<file path="config.mk">
export PLATFORM = sky130hd
export DESIGN_NAME = hack_mem_sequencer_flat
export DESIGN_NICKNAME = d
export VERILOG_FILES = /design/src/rtl/hack_pkg.sv /design/src/rtl/hack_mem_sequencer_if.sv /design/src/rtl/hack_mem_sequencer.sv /design/src/flat_wrapper.sv
export SDC_FILE = /design/constraint.sdc
export NUM_CORES = 1
export LEC_CHECK = 0
export BUFFER_PORTS_ARGS = -buffer_cell sky130_fd_sc_hd__buf_2
export CORE_MARGIN = 2
export CORE_UTILIZATION = 30
export CTS_BUF_LIST = sky130_fd_sc_hd__clkbuf_4 sky130_fd_sc_hd__clkbuf_8 sky130_fd_sc_hd__clkbuf_16
export CTS_CLUSTER_SIZE = 30
export DETAILED_ROUTE_END_ITERATION = 8
export PLACE_DENSITY_LB_ADDON = 0.05
export SETUP_SLACK_MARGIN = 0.02
export SYNTH_ARGS = -nofsm -noshare
export SYNTH_HDL_FRONTEND = slang
export SYNTH_SLANG_ARGS = --single-unit
</file>
<file path="constraint.sdc">
create_clock -name clk -period 3.13 [get_ports clk]
set_clock_uncertainty 0.05 [all_clocks]
set_input_delay 0.313 -clock clk [delete_from_list [all_inputs] [get_ports clk]]
set_output_delay 0.313 -clock clk [all_outputs]
set_load 0.1 [all_outputs]
</file>
<file path="src/rtl/hack_pkg.sv">
// Shared definitions for the Hack memory sequencer: FSM states, address-space
// select bit and the instruction fields the sequencer inspects.
package hack_pkg;

  typedef enum logic [2:0] {
    S_IFETCH = 3'd0,
    S_IWAIT  = 3'd1,
    S_DWAIT  = 3'd2,
    S_EXEC   = 3'd3,
    S_VWAIT  = 3'd4
  } state_t;

  localparam int INST_SPACE_BIT = 15;
  localparam int INST_C_BIT     = 15;
  localparam int INST_A_BIT     = 12;
  localparam int INST_DST_M_BIT = 3;

  // A C-instruction with a=1 takes its ALU operand from M, so it needs the data read.
  function automatic logic uses_m(input logic [15:0] inst);
    return inst[INST_C_BIT] & inst[INST_A_BIT];
  endfunction

endpackage

</file>
<file path="src/rtl/hack_mem_sequencer_if.sv">
// Bus bundle between the sequencer (master) and the CPU core, video scanner
// and RAM macro around it (slave).
interface hack_mem_sequencer_if #(
  parameter int ADDR_W = 16,
  parameter int DATA_W = 16
);
  logic [ADDR_W-2:0] cpu_inst_addr;
  logic [ADDR_W-2:0] cpu_data_addr;
  logic [DATA_W-1:0] cpu_wdata;
  logic              cpu_we;
  logic              cpu_ce;
  logic [DATA_W-1:0] cpu_inst;
  logic [DATA_W-1:0] cpu_rdata;

  logic              vid_req;
  logic [ADDR_W-2:0] vid_addr;
  logic              vid_gnt;
  logic              vid_rvalid;
  logic [DATA_W-1:0] vid_rdata;

  logic              mem_en;
  logic              mem_we;
  logic [ADDR_W-1:0] mem_addr;
  logic [DATA_W-1:0] mem_wdata;
  logic [DATA_W-1:0] mem_rdata;

  modport master (
    input  cpu_inst_addr, cpu_data_addr, cpu_wdata, cpu_we,
    output cpu_ce, cpu_inst, cpu_rdata,
    input  vid_req, vid_addr,
    output vid_gnt, vid_rvalid, vid_rdata,
    output mem_en, mem_we, mem_addr, mem_wdata,
    input  mem_rdata
  );

  modport slave (
    output cpu_inst_addr, cpu_data_addr, cpu_wdata, cpu_we,
    input  cpu_ce, cpu_inst, cpu_rdata,
    output vid_req, vid_addr,
    input  vid_gnt, vid_rvalid, vid_rdata,
    input  mem_en, mem_we, mem_addr, mem_wdata,
    output mem_rdata
  );

endinterface

</file>
<file path="src/rtl/hack_mem_sequencer.sv">
// Time-shares one single-port RAM between Hack CPU fetch/read/write and video scan-out.
// Build option HACK_SKIP_DREAD_EN: skip the data read for instructions that do not use M.
module hack_mem_sequencer
  import hack_pkg::*;
#(
  parameter int ADDR_W = 16,
  parameter int DATA_W = 16
) (
  input  logic                 clk,
  input  logic                 nrst,
  hack_mem_sequencer_if.master bus
);

  state_t            state;
  state_t            state_nx;
  logic              vid_served;
  logic              vid_served_nx;
  logic [DATA_W-1:0] inst_q;
  logic [DATA_W-1:0] rdata_q;

  logic              inst_ld;
  logic              rdata_ld;
  logic              en_c;
  logic              we_c;
  logic              ce_c;
  logic              gnt_c;
  logic              rvalid_c;
  logic [ADDR_W-1:0] addr_c;

  always_comb begin
    state_nx      = state;
    vid_served_nx = vid_served;
    inst_ld       = 1'b0;
    rdata_ld      = 1'b0;
    en_c          = 1'b0;
    we_c          = 1'b0;
    ce_c          = 1'b0;
    gnt_c         = 1'b0;
    rvalid_c      = 1'b0;
    addr_c        = '0;
    addr_c[ADDR_W-2:0] = bus.cpu_data_addr;

    case (state)
      S_IFETCH: begin
        en_c = 1'b1;
        // One video slot per instruction, taken ahead of the fetch.
        if (bus.vid_req && !vid_served) begin
          addr_c[ADDR_W-2:0] = bus.vid_addr;
          gnt_c              = 1'b1;
          state_nx           = S_VWAIT;
        end else begin
          addr_c[ADDR_W-2:0]     = bus.cpu_inst_addr;
          addr_c[INST_SPACE_BIT] = 1'b1;
          state_nx               = S_IWAIT;
        end
      end

      S_VWAIT: begin
        rvalid_c      = 1'b1;
        vid_served_nx = 1'b1;
        state_nx      = S_IFETCH;
      end

      S_IWAIT: begin
        inst_ld = 1'b1;
`ifdef HACK_SKIP_DREAD_EN
        if (uses_m(bus.mem_rdata)) begin
          en_c     = 1'b1;
          state_nx = S_DWAIT;
        end else begin
          state_nx = S_EXEC;
        end
`else
        en_c     = 1'b1;
        state_nx = S_DWAIT;
`endif
      end

      S_DWAIT: begin
        rdata_ld = 1'b1;
        state_nx = S_EXEC;
      end

      S_EXEC: begin
        ce_c          = 1'b1;
        en_c          = bus.cpu_we;
        we_c          = bus.cpu_we;
        vid_served_nx = 1'b0;
        state_nx      = S_IFETCH;
      end

      default: state_nx = S_IFETCH;
    endcase
  end

  always_ff @(posedge clk) begin
    if (!nrst) begin
      state      <= S_IFETCH;
      vid_served <= 1'b0;
      inst_q     <= '0;
      rdata_q    <= '0;
    end else begin
      state      <= state_nx;
      vid_served <= vid_served_nx;
      if (inst_ld)  inst_q  <= bus.mem_rdata;
      if (rdata_ld) rdata_q <= bus.mem_rdata;
    end
  end

  // Strobes are masked in the reset cycle so an aborted exec never writes.
  assign bus.mem_en     = en_c & nrst;
  assign bus.mem_we     = we_c & nrst;
  assign bus.mem_addr   = addr_c;
  assign bus.mem_wdata  = bus.cpu_wdata;
  assign bus.cpu_ce     = ce_c & nrst;
  assign bus.cpu_inst   = inst_q;
  assign bus.cpu_rdata  = rdata_q;
  assign bus.vid_gnt    = gnt_c & nrst;
  assign bus.vid_rvalid = rvalid_c & nrst;
  assign bus.vid_rdata  = bus.mem_rdata;

endmodule

</file>
<file path="src/flat_wrapper.sv">
// flat-port wrapper written by rule: the top's interface ports become plain ports
module hack_mem_sequencer_flat import hack_pkg::*;
#(
  parameter int ADDR_W = 16,
  parameter int DATA_W = 16
)
  (clk, nrst, bus_cpu_inst_addr, bus_cpu_data_addr, bus_cpu_wdata, bus_cpu_we, bus_cpu_ce, bus_cpu_inst, bus_cpu_rdata, bus_vid_req, bus_vid_addr, bus_vid_gnt, bus_vid_rvalid, bus_vid_rdata, bus_mem_en, bus_mem_we, bus_mem_addr, bus_mem_wdata, bus_mem_rdata);
  hack_mem_sequencer_if #(.ADDR_W(ADDR_W), .DATA_W(DATA_W)) bus_i ();
  input  logic clk;
  input  logic nrst;
  input wire logic [$bits(bus_i.cpu_inst_addr)-1:0] bus_cpu_inst_addr;
  input wire logic [$bits(bus_i.cpu_data_addr)-1:0] bus_cpu_data_addr;
  input wire logic [$bits(bus_i.cpu_wdata)-1:0] bus_cpu_wdata;
  input wire logic [$bits(bus_i.cpu_we)-1:0] bus_cpu_we;
  output wire logic [$bits(bus_i.cpu_ce)-1:0] bus_cpu_ce;
  output wire logic [$bits(bus_i.cpu_inst)-1:0] bus_cpu_inst;
  output wire logic [$bits(bus_i.cpu_rdata)-1:0] bus_cpu_rdata;
  input wire logic [$bits(bus_i.vid_req)-1:0] bus_vid_req;
  input wire logic [$bits(bus_i.vid_addr)-1:0] bus_vid_addr;
  output wire logic [$bits(bus_i.vid_gnt)-1:0] bus_vid_gnt;
  output wire logic [$bits(bus_i.vid_rvalid)-1:0] bus_vid_rvalid;
  output wire logic [$bits(bus_i.vid_rdata)-1:0] bus_vid_rdata;
  output wire logic [$bits(bus_i.mem_en)-1:0] bus_mem_en;
  output wire logic [$bits(bus_i.mem_we)-1:0] bus_mem_we;
  output wire logic [$bits(bus_i.mem_addr)-1:0] bus_mem_addr;
  output wire logic [$bits(bus_i.mem_wdata)-1:0] bus_mem_wdata;
  input wire logic [$bits(bus_i.mem_rdata)-1:0] bus_mem_rdata;
  assign bus_i.cpu_inst_addr = bus_cpu_inst_addr;
  assign bus_i.cpu_data_addr = bus_cpu_data_addr;
  assign bus_i.cpu_wdata = bus_cpu_wdata;
  assign bus_i.cpu_we = bus_cpu_we;
  assign bus_cpu_ce = bus_i.cpu_ce;
  assign bus_cpu_inst = bus_i.cpu_inst;
  assign bus_cpu_rdata = bus_i.cpu_rdata;
  assign bus_i.vid_req = bus_vid_req;
  assign bus_i.vid_addr = bus_vid_addr;
  assign bus_vid_gnt = bus_i.vid_gnt;
  assign bus_vid_rvalid = bus_i.vid_rvalid;
  assign bus_vid_rdata = bus_i.vid_rdata;
  assign bus_mem_en = bus_i.mem_en;
  assign bus_mem_we = bus_i.mem_we;
  assign bus_mem_addr = bus_i.mem_addr;
  assign bus_mem_wdata = bus_i.mem_wdata;
  assign bus_i.mem_rdata = bus_mem_rdata;
  hack_mem_sequencer #(.ADDR_W(ADDR_W), .DATA_W(DATA_W)) u_core (.clk(clk), .nrst(nrst), .bus(bus_i));
endmodule
</file>
==> flow_metrics.py, run 1 <==
metrics = {
    "drt": {
        "wirelength_mm": 5.28,
        "drcViolationCount": 0,
        "vias": 1862,
        "dr.pass1.iters": 4,
        "drtAntennaViolNets": 0,
        "drt_iter0_drc": 22,
        "wl_per_cell_um": 12.5,
        "avgViaCountPerCell": 4.42,
    },
    "synth": {
        "postSynthAreaPerCell_um2": 8.09,
        "synth.area.top_cells": "dfxtp_1 (35%), buf_4 (13%), nand2_1 (12%)",
        "synthesis.area_mm2": 0.00203,
        "synthCells": 251,
        "synth.distinct_cells": 23,
        "yosys.area.top_type_share_pct": 35.5,
        "yosysTopAreaCell": "dfxtp_1",
        "yosysWarnings": 0,
        "synth_seq_cells": 36,
        "ys_seq_area_share_pct": 35.5,
        "synth_fp_nets": 332,
    },
    "setup_path": {
        "worstRegToRegCells": 3,
        "critPathRequiredTime_ps": 2770,
        "path_delay_family": "buffers and inverters",
        "critPathMaxFanout": 33,
        "cp_num_buf_inv": 2,
        "end_kind": "primary output",
        "critical_path_class": "reg2out",
        "crit_arrival_ps": 1900,
        "cp_slowest_cell": "dfxtp_1",
        "cp.depth": 4,
        "start_kind": "flop",
        "max_stage_delay_ps": 430,
        "path_cells": "nor3_4 > buf_4 > and4_1 > buf_2",
    },
    "timing": {
        "setup_violations": 0,
        "worst_slack_ps": 867,
        "fin_crit_ps": 2260,
        "fmax_ghz": 0.442,
        "maxSlewViolCount": 0,
        "finalHoldViolCount": 0,
        "final.setup.tns_ps": 0,
        "rsz0062_at_grt": "no",
        "tightest_slew_ps": 760,
        "worst_slew_margin_rel_pct": 49.3,
        "post-route-period-util_pct": 72.3,
    },
    "clock_network": {
        "cts_tree": "done",
        "clk_latency_ps": 280,
        "cts_root_buf": "clkbuf_8",
        "cts_buffer_depth": 2,
        "ctsHoldBuffers": 0,
        "post_cts_buffers": 0,
        "clock-sinks": 36,
        "cts_resized": 0,
        "numCtsBuffers": 5,
        "htreeDepth": 2,
        "path_clk_slew_ps": 80,
    },
    "grt": {
        "grt_pass1_vias": 1694,
        "grt_usage_pct": 13.8,
        "antenna_found_initial": 0,
        "overflow": 0,
        "grt_pass1_wl_mm": 7.96,
        "grt_max_degree": 41,
    },
    "layout": {
        "fill_cells": 722,
        "area_growth_pct": 26.1,
        "final_util_pct": 39.6,
        "layout-drive-gt1-share_pct": 42.7,
        "nNetsFinal": 424,
        "fin_area_mm2": 0.00256,
        "insertedDiodeCount": 0,
    },
    "placed_design": {
        "io_buffers": 133,
        "dp_hpwl_mm": 3.90,
        "place_area_mm2": 0.00245,
        "place_congestion": 0.670,
        "pre_cts_ws_ps": 1160,
    },
    "floorplanning": {
        "io_pins": 166,
        "core-area_mm2": 0.00646,
        "core.rowCount": 29,
        "die_w_um": 86.3,
        "start_util_pct": 31.4,
        "die_area_mm2": 0.00744,
        "die_height_um": 86.3,
    },
    "job": {
        "drv_cap": 0,
    },
    "run_status": {
        "status": "finished clean",
    },
    "worst_hold_path": {
        "hold_class": "in2reg",
        "holdPathStages": 3,
    },
    "pwr": {
        "vdd_drop_max_v": 0.000570,
        "p_per_area_mw_per_mm2": 1070,
        "p_leak_nw": 1.27,
    },
}
[synth_stat cells (all sizes together)]
master,n
a21boi,33
a21oi,17
and2,2
and3,1
and4,2
buf,45
clkbuf,5
dfxtp,36
inv,1
mux2i,15
nand2,66
nand2b,3
nor2,16
nor2b,1
nor3,2
nor3b,2
o21a,2
or3b,2
[layer usage]
metal / global-route usage [%] / up-vias / share of wire [%]
li1: - / 970 / -
met1: 15.5 / 794 / 41
met2: 24.7 / 87 / 49
met3: 3.71 / 11 / 8.1
met4: 5.26 / 0 / 1.6
met5: 0 / - / 0
[registers in the layout (all words and copies together) (netlist names)]
signal,cells
u_core.state,3
u_core.bus.cpu_rdata,16
u_core.bus.cpu_inst,16
u_core.vid_served,1
[logic make-up after synthesis]
| group | synth area share (%) |
|---|---|
| AND/OR/NAND/NOR | 21.6 |
| AO/OA/AOI/OAI | 17.3 |
| flip-flops | 35.5 |
| multiplexers | 7.39 |
| buffers and inverters | 18.2 |
[cell usage in the layout (no fill, tap or decap)]
| master | instances |
|---|---|
| o21a_1 | 2 |
| inv_1 | 1 |
| clkinvlp_4 | 1 |
| dfxtp_1 | 36 |
| a21boi_1 | 18 |
| a21oi_1 | 17 |
| a21boi_0 | 14 |
| nor3b_4 | 2 |
| nand2_1 | 66 |
| clkbuf_8 | 5 |
| a21boi_2 | 1 |
| bufinv_16 | 1 |
| nor3_1 | 1 |
| buf_2 | 133 |
| and4_1 | 2 |
| nand2b_1 | 3 |
| nor2_1 | 16 |
| nor3_4 | 1 |
| and2_1 | 2 |
| nor2b_1 | 1 |
| clkinv_2 | 1 |
| or3b_1 | 2 |
| mux2i_1 | 15 |
| buf_4 | 2 |
| and3_1 | 1 |
[path summary, 6_finish.rpt]
path / slack (ps) / startpoint / endpoint
min reg2reg: 400 / u_core.bus.cpu_inst[5]$_SDFFE_PN0P_ / u_core.bus.cpu_inst[5]$_SDFFE_PN0P_
min: 220 / bus_mem_rdata[14] / u_core.bus.cpu_inst[14]$_SDFFE_PN0P_
max: 870 / u_core.state[0]$_SDFF_PN0_ / bus_vid_gnt
max reg2reg: 1470 / u_core.state[1]$_SDFF_PN0_ / u_core.bus.cpu_rdata[0]$_SDFFE_PN0P_
[report_power, final]
part           switching [mW]  internal (mW)
clock network           0.179          0.236
registers              0.0533          0.522
logic                    1.47          0.281
total                    1.70           1.04
[worst min-delay path, stage by stage]
cell and delay, ps:
buf_2 110, nand2_1 50, a21boi_1 50
[layout make-up]
cell class	count	area, µm²	area share [%]
Clock buffer	5	68.8	2.69
Inverter	1	3.75	0.147
Tap cell	77	96.3	3.76
Clock inverter	3	42.5	1.66
Timing Repair Buffer	135	681	26.6
Sequential cell	36	721	28.2
Multi-Input combinational cell	164	947	37.0
[metrics by stage]
stage / hold WS (ps) / instances / total power [mW]
floorplan: 398 / 251 / 2.25
global placement: 391 / 413 / 2.35
detailed placement: 394 / 413 / 2.35
CTS: 215 / 421 / 2.77
global route: 223 / 421 / 2.86
finish: 219 / 421 / 2.74
(Power assumes the default switching activity.)
==> run 2: changes to the inputs <==
clock period = 2.2 ns   (was 3.13 ns; I/O delays follow)
==> flow_metrics.py, run 2 (synthesized netlist as in run 1, its figures left out) <==
metrics = {
    "run_status": {
        "status": "finished clean",
    },
    "pwr": {
        "p_per_area_mw_per_mm2": 1540,
        "vdd_drop_max_v": 0.000781,
        "p_leak_nw": 1.38,
        "p_total_mw": 4.42,
    },
    "grt": {
        "grt_pass1_wl_mm": 8.63,
        "antenna_found_initial": 0,
        "grt_usage_pct": 14.7,
        "grt_pass1_vias": 1801,
        "overflow": 0,
        "grt_max_degree": 33,
    },
    "layout": {
        "insertedDiodeCount": 0,
        "layout-drive-gt1-share_pct": 47.3,
        "instances_no_fill": 424,
        "final_cell_mix": "buf_2 (116), nand2_1 (66), dfxtp_1 (36)",
        "nNetsFinal": 427,
        "final_common_cell": "buf_2",
        "fill_cells": 677,
        "final_util_pct": 44.5,
        "area_growth_pct": 41.5,
    },
    "clock_network": {
        "path_clk_slew_ps": 80,
        "clk_latency_ps": 290,
        "cts_tree": "done",
        "clock-sinks": 36,
        "htreeDepth": 2,
        "numCtsBuffers": 5,
        "cts_root_buf": "clkbuf_8",
        "ctsHoldBuffers": 0,
        "cts_buffer_depth": 2,
    },
    "drt": {
        "dr.pass1.iters": 4,
        "wirelength_mm": 5.47,
        "drt_iter0_drc": 39,
        "vias": 1916,
        "wl_per_cell_um": 12.9,
        "avgViaCountPerCell": 4.52,
        "drcViolationCount": 0,
        "drtAntennaViolNets": 0,
    },
    "timing": {
        "setup_violations": 0,
        "finalHoldViolCount": 0,
        "rsz0062_at_grt": "no",
        "fmax_ghz": 0.498,
        "worst_slew_margin_rel_pct": 52.9,
        "fin_crit_ps": 2010,
        "worst_slack_ps": 194,
        "tightest_slew_ps": 707,
        "post-route-period-util_pct": 91.2,
        "maxSlewViolCount": 0,
    },
    "placed_design": {
        "io_buffers": 133,
        "pre_cts_ws_ps": 423,
        "dp_hpwl_mm": 4.16,
        "dp_cells": 416,
        "place_congestion": 0.783,
    },
    "setup_path": {
        "start_kind": "flop",
        "critPathMaxFanout": 9,
        "critPathRequiredTime_ps": 1930,
        "r2r_start": "u_core.state[1]$_SDFF_PN0_",
        "r2r_end": "u_core.bus.cpu_rdata[9]$_SDFFE_PN0P_",
        "regToRegSetupSlack_ps": 490,
        "end_kind": "primary output",
        "worstRegToRegCells": 3,
        "critical_path_class": "reg2out",
        "crit_arrival_ps": 1740,
    },
    "worst_hold_path": {
        "min_from": "bus_mem_rdata[5]",
        "hold_class": "in2reg",
        "holdPathStages": 3,
        "holdPathEnd": "u_core.bus.cpu_inst[5]$_SDFFE_PN0P_",
    },
    "floorplanning": {
        "start_util_pct": 31.4,
        "core.rowCount": 29,
        "core-area_mm2": 0.00646,
        "die_area_mm2": 0.00744,
        "die_w_um": 86.3,
        "die_height_um": 86.3,
        "io_pins": 166,
    },
    "job": {
        "drv_cap": 0,
    },
}
[run 2: worst max path at each step]
stage | end | from | cells after the start | slack [ps]
final | bus_mem_we | u_core.state[1]$_SDFF_PN0_ | 4 | 190
after global routing | bus_mem_addr[3] | u_core.state[0]$_SDFF_PN0_ | 5 | 80
after CTS | bus_mem_we | u_core.state[1]$_SDFF_PN0_ | 4 | 90
after detailed placement | bus_mem_we | u_core.state[1]$_SDFF_PN0_ | 4 | 420
after global placement | bus_mem_we | u_core.state[1]$_SDFF_PN0_ | 4 | 440
after floorplan | bus_mem_addr[0] | u_core.state[0]$_SDFF_PN0_ | 5 | -470
[run 2: power breakdown]
part / switching (mW) / internal (mW)
Clock: 0.241 / 0.267
Combinational: 2.24 / 0.855
Sequential: 0.0787 / 0.743
[run 2: layout make-up]
type | instances | area (µm²) | share of cell area [%]
clock inverters | 1 | 7.51 | 0.261
clock buffers | 7 | 90.1 | 3.14
flip-flops and latches | 36 | 721 | 25.1
inverters | 1 | 3.75 | 0.131
multi-input cells | 164 | 996 | 34.7
repair buffers | 138 | 958 | 33.4
well taps | 77 | 96.3 | 3.35
[run 2: metal layers]
metal  share of wire [%]  global-route usage (%)
met1                  45                    18.2
met3                 7.7                    5.52
met4                 1.7                    5.40
met2                  46                    23.3
met5                   0                       0
[run 2: repair_timing]
action                     CTS  global route
setup endpoints to repair    0             1
buffers inserted             0             0
resized for setup            0             1
[run 2: per-stage QoR]
stage          instance area, µm²  hold slack (ps)  TNS [ps]
2_1_floorplan                2080              305     -2370
3_3_place_gp                 2770              388         0
3_5_place_dp                 2770              391         0
4_1_cts                      2870              123         0
5_1_grt                      2870              127         0
6_report                     2870              127         0
[run 2: critical path, stage by stage, from the launching register on]
cell      delay (ps)
dfxtp_1          590
nor2b_1          210
and3_2           200
and2_2           130
clkbuf_4         320
